--- config.mk ---
export PLATFORM = sky130hd
export DESIGN_NAME = sar_logic
export DESIGN_NICKNAME = d
export VERILOG_FILES = /design/src/rtl/sar_pkg.sv /design/src/rtl/sar_logic.sv
export SDC_FILE = /design/constraint.sdc
export NUM_CORES = 1
export LEC_CHECK = 0
export ABC_AREA = 1
export BUFFER_PORTS_ARGS = -buffer_cell sky130_fd_sc_hd__clkbuf_2
export CORE_ASPECT_RATIO = 1.25
export CORE_UTILIZATION = 56
export CTS_CLUSTER_SIZE = 20
export DETAILED_ROUTE_END_ITERATION = 10
export PLACE_DENSITY = 0.78
export SLEW_MARGIN = 20
export SYNTH_ARGS = -nofsm -noshare
export SYNTH_HDL_FRONTEND = slang
export SYNTH_SLANG_ARGS = --single-unit
--- constraint.sdc ---
create_clock -name clk -period 1.7 [get_ports clk]
set_input_delay 0.255 -clock clk [delete_from_list [all_inputs] [get_ports clk]]
set_output_delay 0.255 -clock clk [all_outputs]
set_load 0.03 [all_outputs]
--- src/rtl/sar_pkg.sv ---
// Shared types for the SAR controller: FSM state encoding and comparator decision decode.
package sar_pkg;

    typedef enum logic [2:0] {
        IDLE,
        SAMPLE,
        SET,
        CMP,
        DONE
    } sar_state_t;

    // Comparator decision classes
    typedef enum logic [1:0] {
        KEEP,
        CLEAR,
        UNRESOLVED
    } sar_dec_t;

    // Map the differential comparator pair onto a decision class
    function automatic sar_dec_t decode_cmp(input logic dout, input logic doutb);
        sar_dec_t dec;
        case ({dout, doutb})
            2'b10:   dec = KEEP;
            2'b01:   dec = CLEAR;
            default: dec = UNRESOLVED;
        endcase
        return dec;
    endfunction

endpackage

--- src/rtl/sar_logic.sv ---
// sar_logic: successive-approximation controller. Tracks the input for TSMP
// cycles, then for each bit (MSB first) presents a trial code to the DAC for
// TSET cycles, clocks the comparator for TCMP cycles and registers its decision
// on the last comparator-clock cycle. Publishes the N-bit result with a one-cycle done.
// Ports:
//   clk, rstn          clock, async active-low reset
//   start              conversion request (honoured in IDLE only)
//   cmp_dout/cmp_doutb comparator differential decision
//   cmp_clk            comparator clock
//   sample             track/hold control (high while tracking)
//   dac_code           trial code to the capacitive DAC
//   busy, done         conversion in progress / result-update pulse
//   result             last completed conversion
//   meta_err           an unresolved decision occurred in the last conversion
module sar_logic
    import sar_pkg::*;
#(
    parameter int unsigned N    = 8,
    parameter int unsigned TSMP = 2,
    parameter int unsigned TSET = 1,
    parameter int unsigned TCMP = 2
) (
    input  logic         clk,
    input  logic         rstn,
    input  logic         start,
    input  logic         cmp_dout,
    input  logic         cmp_doutb,
    output logic         cmp_clk,
    output logic         sample,
    output logic [N-1:0] dac_code,
    output logic         busy,
    output logic         done,
    output logic [N-1:0] result,
    output logic         meta_err
);

    localparam int unsigned PMAX = (TSMP > TSET) ? ((TSMP > TCMP) ? TSMP : TCMP)
                                                 : ((TSET > TCMP) ? TSET : TCMP);
    localparam int unsigned PW   = (PMAX > 1) ? $clog2(PMAX) : 1;
    localparam int unsigned KW   = $clog2(N);
    localparam logic [N-1:0] MSB_BIT = {1'b1, {(N-1){1'b0}}};

    sar_state_t     state;
    logic [PW-1:0]  phase;
    logic [KW-1:0]  k;
    logic [N-1:0]   code;   // decided bits only; the trial bit is not stored here

    sar_dec_t       dec_c;
    logic [N-1:0]   bit_mask_c;
    logic [N-1:0]   next_mask_c;
    logic [N-1:0]   code_next_c;

    // Decision decode and code update for the bit under test
    always_comb begin
        dec_c       = decode_cmp(cmp_dout, cmp_doutb);
        bit_mask_c  = N'(1) << k;
        next_mask_c = bit_mask_c >> 1;
        code_next_c = (dec_c == KEEP) ? (code | bit_mask_c) : code;
    end

    // Controller FSM with registered outputs
    always_ff @(posedge clk or negedge rstn) begin
        if (!rstn) begin
            state    <= IDLE;
            phase    <= '0;
            k        <= '0;
            code     <= '0;
            cmp_clk  <= 1'b0;
            sample   <= 1'b0;
            dac_code <= '0;
            busy     <= 1'b0;
            done     <= 1'b0;
            result   <= '0;
            meta_err <= 1'b0;
        end else begin
            done <= 1'b0;
            case (state)
                IDLE: begin
                    if (start) begin
                        state    <= SAMPLE;
                        sample   <= 1'b1;
                        busy     <= 1'b1;
                        phase    <= '0;
                        code     <= '0;
                        dac_code <= '0;
                        meta_err <= 1'b0;
                    end
                end
                SAMPLE: begin
                    if (phase == PW'(TSMP - 1)) begin
                        state    <= SET;
                        sample   <= 1'b0;
                        phase    <= '0;
                        k        <= KW'(N - 1);
                        dac_code <= MSB_BIT;
                    end else begin
                        phase <= phase + PW'(1);
                    end
                end
                SET: begin
                    if (phase == PW'(TSET - 1)) begin
                        state   <= CMP;
                        cmp_clk <= 1'b1;
                        phase   <= '0;
                    end else begin
                        phase <= phase + PW'(1);
                    end
                end
                CMP: begin
                    // Decision is taken only on the last regeneration cycle
                    if (phase == PW'(TCMP - 1)) begin
                        cmp_clk  <= 1'b0;
                        phase    <= '0;
                        code     <= code_next_c;
                        meta_err <= meta_err | (dec_c == UNRESOLVED);
                        if (k != '0) begin
                            k        <= k - KW'(1);
                            state    <= SET;
                            dac_code <= code_next_c | next_mask_c;
                        end else begin
                            state    <= DONE;
                            dac_code <= code_next_c;
                            result   <= code_next_c;
                            done     <= 1'b1;
                            busy     <= 1'b0;
                        end
                    end else begin
                        phase <= phase + PW'(1);
                    end
                end
                DONE: begin
                    state <= IDLE;
                end
                default: begin
                    state <= IDLE;
                end
            endcase
        end
    end

endmodule

==> qor.csv <==
stage,metric,value,unit
outcome,status,finished clean,
synthesis,top_reg_cell synth,dfrtp_1,
floorplan,die area,3630,um2
synthesis,area share of the leading cell type in the synthesized netlist,47.4,%
critical_path,slowest CP cell,dfrtp_1,
sta,Hold Slack,315,ps
sta,Worst Max-Slew Pin Slew,452,ps
layout,layout cell share with drive strength beyond 1,19.4,%
clocking,CTS Buffer Depth,2,
synthesis,"count leader, synth",nand2_1,
critical_path,Worst path most repeated cell,nand2_1,
detailed_routing,initial drt markers,38,
detailed_routing,wire length on met1,1.83,mm
critical_path,reg2reg start,k[1],
detailed_routing,routed via count,1650,
detailed_routing,Max Used Layer,met4,
sta,Clock Skew,6.82,ps
floorplan,Die Height,67.1,um
clocking,clock sinks,36,
place,number of port buffers,25,
synthesis,synth warn,0,
synthesis,syn avg cell area,7.69,um2
critical_path,reg2reg end,result[0],
critical_path,WS Path Type,reg -> reg,
critical_path,"Arr. time, crit path",1790,ps
sta,Tmin final,1550,ps
sta,Setup TNS,0,ps
sta,final worst setup slack,148,ps
critical_path,worst r2r path cells,9,
floorplan,Rows,23,
sta,Final period util,91.3,%
critical_path,Crit path buffers/inverters,3,
floorplan,num ports,26,
grt,pin count of the biggest net entering global routing,37,
grt,number of global-route vias before repair,1448,
layout,Post-Layout Cell Count,320,
floorplan,die width,54.1,um
place,DP Area,2070,um2
synthesis,Post-synth EDFFs,0,
sta,Max Clock Freq,644,MHz
place,dpl hpwl,2.89,mm
detailed_routing,WL met2,1.84,mm
critical_path,Setup crit end kind,flip-flop,
synthesis,Mapped Area,1900,um2
place,worst slack at placement,99.9,ps
critical_path,Setup crit end,result[0],
clocking,H-tree depth,2,
critical_path,crit path from,k[1],
power,total chip power,3.89,mW
synthesis,Post-Synthesis Cells,247,
layout,Area Overhead vs Synth,16.0,%
critical_path,"Largest stage delay, worst path",400,ps
layout,# fillers,282,
clocking,CTS tree,yes,
synthesis,Netlist cell types,22,
clocking,CTS root buffer,clkbuf_8,
sta,setup violators final,0,
min_path,worst min path class,in -> reg,
detailed_routing,WL/cell,12.4,um
layout,Final nets,293,
detailed_routing,# DRC,0,
critical_path,crit-path cells,inv_1 > ha_2 > nand2_1 > inv_2 > nand2_4 > nor2_4 > clkbuf_2 > nand2_1 > nand2_1,
layout,diode count,0,
sta,Max Slew Vio Count,0,
detailed_routing,final WL,3.95,mm
detailed_routing,Pre-Repair DR Iteration Count,4,
synthesis,sequential area share after synthesis,47.4,%
clocking,clk slew on worst S/H paths,70,ps
grt,GRT Overall Usage,24.9,%
grt,first-pass GRT wire length,6.46,mm
power,PD cells,1760,nW/um2
synthesis,Synth area leaders,"dfrtp_1 47%, nand2_1 18%, nand3_1 6.3%, inv_1 5.7%, o21ai_0 4.2%",
detailed_routing,vias per inst,5.16,
critical_path,required time of the worst setup path,1940,ps
synthesis,asr flop ratio synth,100,%
floorplan,Starting Density,59.0,%
power,peak supply drop,0.00137,V
place,Post-Place Cells,308,
critical_path,R2R setup slack,150,ps
layout,design area,2200,um2
sta,count of final hold-check violations,0,
place,GPL Wtd Cong,0.890,
synthesis,Synth Net Count,258,
synthesis,#FFs+latches synth,36,
detailed_routing,Post-DRT Antenna Nets,0,
flow_run,MaxCap Viol Count,0,
grt,GRT overflow,0,
synthesis,Commonest cells post-synth,"93 x nand2_1, 36 x dfrtp_1, 29 x inv_1",
layout,final core occ,68.4,%
grt,initial antenna violation count,0,
clocking,TritonCTS buffer count,5,
synthesis,biggest area consumer among synthesized cells,dfrtp_1,
sta,Max-slew headroom,69.8,%
critical_path,Crit path depth,9,
critical_path,Startpoint Class,flip-flop,
power,static leakage power,1.31,nW
sta,RSZ-0062 raised after global routing,false,
clocking,clk_lat worst skew,290,ps
critical_path,CP max FO,11,
floorplan,core footprint,3220,um2
critical_path,family with the most delay on the worst path,simple AND/OR/NAND/NOR gates,
detailed_routing,WL met3,196,um
## sequential cells by signal, summed over array words and instances, names as in the netlist
| name | flops |
|---|---|
| dac_code | 8 |
| code | 8 |
| k | 3 |
| cmp_clk | 1 |
| done | 1 |
| state | 3 |
| sample | 1 |
| meta_err | 1 |
| phase | 1 |
| result | 8 |
| busy | 1 |
## layer usage
metal / track usage (%) / vias up
li1: - / 854
met1: 32.0 / 730
met2: 39.5 / 55
met3: 6.08 / 11
met4: 10.6 / 0
met5: 0 / -
## power by group
| group | switching (mW) | internal, mW |
|---|---|---|
| clock network | 0.307 | 0.323 |
| registers | 0.151 | 1.10 |
| logic | 1.42 | 0.584 |
## worst min-delay path: stages
cell	delay (ps)
clkbuf_2	90
nand3_1	160
nand2_1	70
## worst min-delay path by stage
| stage | startpoint | end | slack, ps | depth (start not counted) |
|---|---|---|---|---|
| global placement | rstn | state[1] | 320 | 2 |
| CTS | start | sample | 310 | 3 |
| global route | start | sample | 330 | 3 |
| detailed placement | rstn | state[1] | 320 | 2 |
| floorplan | rstn | busy | -40 | 0 |
| finish | start | sample | 310 | 3 |
## cells by family (layout without fill, tap and decap cells)
| logic type | after synthesis | count (layout) | synth area share, % |
|---|---|---|---|
| compound gates | 37 | 37 | 9.94 |
| fa+ha+maj | 6 | 6 | 3.95 |
| buf+inv | 35 | 71 | 7.57 |
| xor+xnor | 1 | 1 | 0.461 |
| flops | 36 | 36 | 47.4 |
| simple gates | 132 | 132 | 30.7 |
## what timing repair did
| action | in CTS | in global routing |
|---|---|---|
| gates resized for setup | 0 | 4 |
| setup buffers | 0 | 3 |
| hold endpoints to repair | 22 | 0 |
| hold buffers | 1 | 0 |
| endpoints found under the setup margin | 0 | 8 |
## layout by cell type, fill, tap and decap left out, types with 2 or more instances in the layout
cell type	Yosys	routed
clkbuf_8	0	6
buf_4	1	7
inv_2	0	2
nand3_1	24	24
nor2_1	3	3
a21oi_1	4	4
dfrtp_1	36	36
nand2_2	4	3
o21ai_0	16	16
inv_1	29	27
clkinv_2	0	2
o21ai_1	15	15
clkbuf_2	0	26
nor2_4	4	4
ha_1	6	5
nand2_1	93	93
nand2_4	1	2
## layout make-up
cell class,count,area [um2],share of cell area (%)
multi-input combinational,176,863,39.2
tap,37,46.3,2.10
clock buffer,6,82.6,3.75
timing repair buffer,34,193,8.74
inverter,29,109,4.94
sequential,36,901,40.9
clock inverter,2,10.0,0.454
No activity file was read; power rests on OpenSTA's default activity.
